[config.mk]
export PLATFORM = sky130hd
export DESIGN_NAME = cla_seq_adder
export DESIGN_NICKNAME = d
export VERILOG_FILES = /design/src/rtl/cla_seq_adder.sv
export SDC_FILE = /design/constraint.sdc
export NUM_CORES = 1
export LEC_CHECK = 0
export BUFFER_PORTS_ARGS = -buffer_cell sky130_fd_sc_hd__buf_2
export CAP_MARGIN = 20
export CORE_MARGIN = 4
export CORE_UTILIZATION = 30
export DETAILED_ROUTE_END_ITERATION = 7
export GPL_TIMING_DRIVEN = 0
export SYNTH_ARGS = -nofsm -noshare
export SYNTH_HDL_FRONTEND = slang
export SYNTH_SLANG_ARGS = --single-unit
[constraint.sdc]
create_clock -name clk -period 3.97 [get_ports clk]
set_input_delay 0.1985 -clock clk [delete_from_list [all_inputs] [get_ports clk]]
set_output_delay 0.1985 -clock clk [all_outputs]
set_load 0.005 [all_outputs]
[src/rtl/cla_seq_adder.sv]
// Sequential adder/subtractor: resolves one 4-bit lookahead group per clock,
// chaining the group carry-out through a register into the next group.
module cla_seq_adder #(
  parameter int unsigned WIDTH = 16
) (
  input  logic             clk,
  input  logic             rst,
  input  logic             start,
  input  logic             sub,
  input  logic [WIDTH-1:0] a,
  input  logic [WIDTH-1:0] b,
  input  logic             cin,
  output logic             busy,
  output logic             done,
  output logic [WIDTH-1:0] sum,
  output logic             cout,
  output logic             ovf
);

  localparam int unsigned NG = WIDTH / 4;
  localparam int unsigned KW = (NG > 1) ? $clog2(NG) : 1;
  localparam logic [KW-1:0] K_LAST = KW'(NG - 1);

  localparam logic [0:0] ST_IDLE = 1'b0;
  localparam logic [0:0] ST_RUN  = 1'b1;

  logic [0:0]       state_q, state_d;
  logic [KW-1:0]    k_q, k_d;
  logic             c_q, c_d;
  logic [WIDTH-1:0] a_q, a_d, b_q, b_d;
  logic [WIDTH-1:0] sum_d;
  logic             busy_d, done_d, cout_d, ovf_d;

  logic [3:0]       ga, gb, p, g, s4;
  logic             c1, c2, c3, c4;
  logic [KW+1:0]    sh;

  // Current group slice and its lookahead carries
  assign sh = {k_q, 2'b00};
  assign ga = 4'(a_q >> sh);
  assign gb = 4'(b_q >> sh);
  assign p  = ga ^ gb;
  assign g  = ga & gb;
  assign c1 = g[0] | (p[0] & c_q);
  assign c2 = g[1] | (p[1] & g[0]) | (p[1] & p[0] & c_q);
  assign c3 = g[2] | (p[2] & g[1]) | (p[2] & p[1] & g[0]) | (p[2] & p[1] & p[0] & c_q);
  assign c4 = g[3] | (p[3] & g[2]) | (p[3] & p[2] & g[1]) | (p[3] & p[2] & p[1] & g[0])
            | (p[3] & p[2] & p[1] & p[0] & c_q);
  assign s4 = p ^ {c3, c2, c1, c_q};

  always_ff @(posedge clk) begin
    if (rst) begin
      state_q <= ST_IDLE;
      k_q     <= '0;
      c_q     <= 1'b0;
      a_q     <= '0;
      b_q     <= '0;
      busy    <= 1'b0;
      done    <= 1'b0;
      sum     <= '0;
      cout    <= 1'b0;
      ovf     <= 1'b0;
    end else begin
      state_q <= state_d;
      k_q     <= k_d;
      c_q     <= c_d;
      a_q     <= a_d;
      b_q     <= b_d;
      busy    <= busy_d;
      done    <= done_d;
      sum     <= sum_d;
      cout    <= cout_d;
      ovf     <= ovf_d;
    end
  end

  always_comb begin
    state_d = state_q;
    k_d     = k_q;
    c_d     = c_q;
    a_d     = a_q;
    b_d     = b_q;
    busy_d  = busy;
    done_d  = 1'b0;
    sum_d   = sum;
    cout_d  = cout;
    ovf_d   = ovf;
    case (state_q)
      ST_IDLE: begin
        if (start) begin
          a_d     = a;
          b_d     = b ^ {WIDTH{sub}};
          c_d     = sub | cin;
          k_d     = '0;
          sum_d   = '0;
          cout_d  = 1'b0;
          ovf_d   = 1'b0;
          busy_d  = 1'b1;
          state_d = ST_RUN;
        end
      end
      ST_RUN: begin
        // Unprocessed groups are still zero, so OR-ing in the new nibble suffices
        sum_d = sum | (WIDTH'(s4) << sh);
        c_d   = c4;
        k_d   = k_q + KW'(1);
        if (k_q == K_LAST) begin
          cout_d  = c4;
          ovf_d   = c3 ^ c4;
          done_d  = 1'b1;
          busy_d  = 1'b0;
          k_d     = '0;
          state_d = ST_IDLE;
        end
      end
      default: state_d = ST_IDLE;
    endcase
  end

endmodule
==> qor.yml <==
grt_max_degree: 17
dr.pass1.iters: 4
ff2ff_path_depth: 7
num_antenna_cells: 0
io_buffers: 54
max_freq_mhz: 359.5
fin_crit_sh: 0.7006
synth.top_cell.area_share: 0.4409
cts-htree-levels: 2
track_usage: 0.1270
crit_type: "reg2reg"
drive_gt1_frac: 0.2285
ioPinCount: 57
synth-seq-cells: 56
ctsHoldBuffers: 0
initial_core_util: 0.3094
antenna_found_initial: 0
synth_ff_type: "dfxtp_1"
holdPathStages: 3
dp_hpwl_um: 4733
syn_avg_cell_area_um2: 9.212
cts_resized: 0
synthAdderAreaFrac: 0.03740
yosysMostFrequentCell: "dfxtp_1"
use_met1: 0.1753
netlist_instances: 276
yosysTopAreaCell: "dfxtp_1"
r2r-end: "sum[11]"
wl_um: 6067
yosysWarnings: 0
startpoint: "k_q[0]"
drv_cap: 0
worst_pin_slew_ns: 0.5917
cts_buffers: 5
setup-tns-final_ns: 0
drt_iter0_drc: 96
cp.required_ns: 4.15
maxSlewHeadroom: 0.6055
fin_crit_ns: 2.781
synthXorXnorAreaFrac: 0.06201
synthesis.area_um2: 2542
use_met3: 0.02502
worst_hold_slack_ns: 0.1234
finalMaxSlewViolations: 0
post-cts-setup-buffers: 0
finClkSkew_ns: 0.008727
slowest_stage: "mux4_2"
busiest_layer: "met2"
ctsRootBufferMaster: "clkbuf_8"
gr-total-overflow: 0
synthMuxAreaShare: 0.07874
dieHeight_um: 100.1
rsz0062_at_grt: "no"
cts.path.max_buffers: 2
synth.distinct_cells: 35
synth-simple-area-share: 0.1718
irDropWorstVdd_v: 0.0001777
synth_commonest_cells: "56 x dfxtp_1, 38 x nand2_1, 33 x nor2_1, 24 x a21oi_1, 18 x a211oi_1"
critPathLaunchType: "flip-flop"
die_area_um2: 10010
cp.arrival_ns: 2.97
status: "completed"
wire_per_inst_um: 13.73
critPathMaxStageDelay_ns: 0.55
hp-class: "in2reg"
clkSinkCount: 56
setup_viol: 0
clock_latency_ns: 0.31
synth_top_family_by_area: "simple AND/OR/NAND/NOR gates"
power_leakage_nw: 1.232
num_vias: 2146
synth-compound-area-share: 0.1703
critPathMaxFanout: 10
drc: 0
powerDensity_nw_per_um2: 365.0
dieWidth_um: 100.1
clkTransAtPathRegs_ns: 0.10
async_flop_share: 0
final_hold_viol_count: 0
post_drt_via_cell_ratio: 4.855
synth-edff-count: 0
reg2reg_setup_slack_ns: 1.19
grt_pass1_wl_um: 10090
ant_nets: 0
core_area_um2: 8217
netlist_top_cells_area: "dfxtp_1 44%, mux4_2 7.1%, nand2_1 5.6%"
seq_area_frac_synth: 0.4409
met2_usage: 0.2052
nNetsFinal: 381
crit_end: "sum[11]"
first_global_vias: 2092
core.rowCount: 33
endpoint_kind: "flip-flop"
gp_congestion: 0.7733
area_growth_pct: 19.00
cts_tree: "done"
syn_nets: 320
worstPathCellList: "buf_2 -> mux4_2 -> ha_1 -> a21o_1 -> a31oi_1 -> xor2_1 -> o31ai_1"
rr_startpoint: "k_q[0]"
[final cells by class]
type / instances / area (um2)
multi-input cells: 196 / 1323
inverters: 2 / 7.507
well taps: 105 / 131.4
clock buffers: 5 / 68.82
fillers: 870 / 5191
plain buffers: 22 / 91.34
repair buffers: 54 / 270.3
clock inverters: 2 / 12.51
flip-flops and latches: 56 / 1121
[how the worst min path moves through the flow]
stage                       from  slack, ns       to
after global routing       a[11]       0.13  a_q[11]
final                      a[14]       0.12  a_q[14]
after detailed placement  sum[7]       0.44   sum[7]
after floorplan             a[0]       0.33   a_q[0]
after CTS                  a[14]       0.12  a_q[14]
after global placement    a_q[2]       0.44   a_q[2]
[cell usage in the layout (no fill, tap or decap), drive strengths merged, types with 2 or more instances in the layout]
cell,n
nand2b,2
xnor2,16
dfxtp,56
a22oi,8
o31ai,4
or4,4
a211oi,18
a21o,4
a21oi,24
buf,64
inv,2
clkbuf,17
xor2,2
ha,6
mux2i,2
mux4,8
nor2,33
nor2b,3
nor3,3
nand3b,4
nor3b,3
nand2,38
o311ai,4
[power by group]
group | switching [W] | leakage, nW | total (W) | internal (W)
Combinational | 0.000110 | 0.733 | 0.000194 | 0.0000840
Clock | 0.000181 | 0.0400 | 0.000301 | 0.000120
Sequential | 0.0000168 | 0.459 | 0.000609 | 0.000592
[layer usage]
layer	part of all wire	wire length (um)
met4	0.010	62
met2	0.46	2784
met5	0	0
met3	0.043	258
met1	0.49	2962
[registers in the layout, summed over array words and instances, names as in the netlist]
register	cells
b_q	16
c_q	1
a_q	16
busy	1
ovf	1
cout	1
k_q	2
sum	16
done	1
state_q	1
[kinds of logic after synthesis]
logic type / after synthesis
compound gates: 65
xor+xnor: 18
fa+ha+maj: 7
buf+inv: 24
flops: 56
mux: 10
simple gates: 96
[through the flow]
step | setup slack (ns) | std cells | util | area (um2) | power [W]
floorplan | 1.520 | 276 | - | 2542 | 0.0007530
global placement | 1.183 | 435 | 0.3583 | 2944 | 0.0008146
detailed placement | 1.172 | 435 | 0.3583 | 2944 | 0.0008190
CTS | 1.153 | 442 | 0.3682 | 3025 | 0.001116
global route | 0.9291 | 442 | 0.3682 | 3025 | 0.001165
finish | 1.189 | 442 | 0.3682 | 3025 | 0.001104
[worst max-delay path: cells and delay by family (launching register included)]
kind,cells,cell delay (ns)
mux,1,0.55
compound gates,3,0.51
flops,1,0.48
fa+ha+maj,1,0.42
buf+inv,1,0.37
xor+xnor,1,0.34
Note: power is estimated with default switching activity, not from simulation.
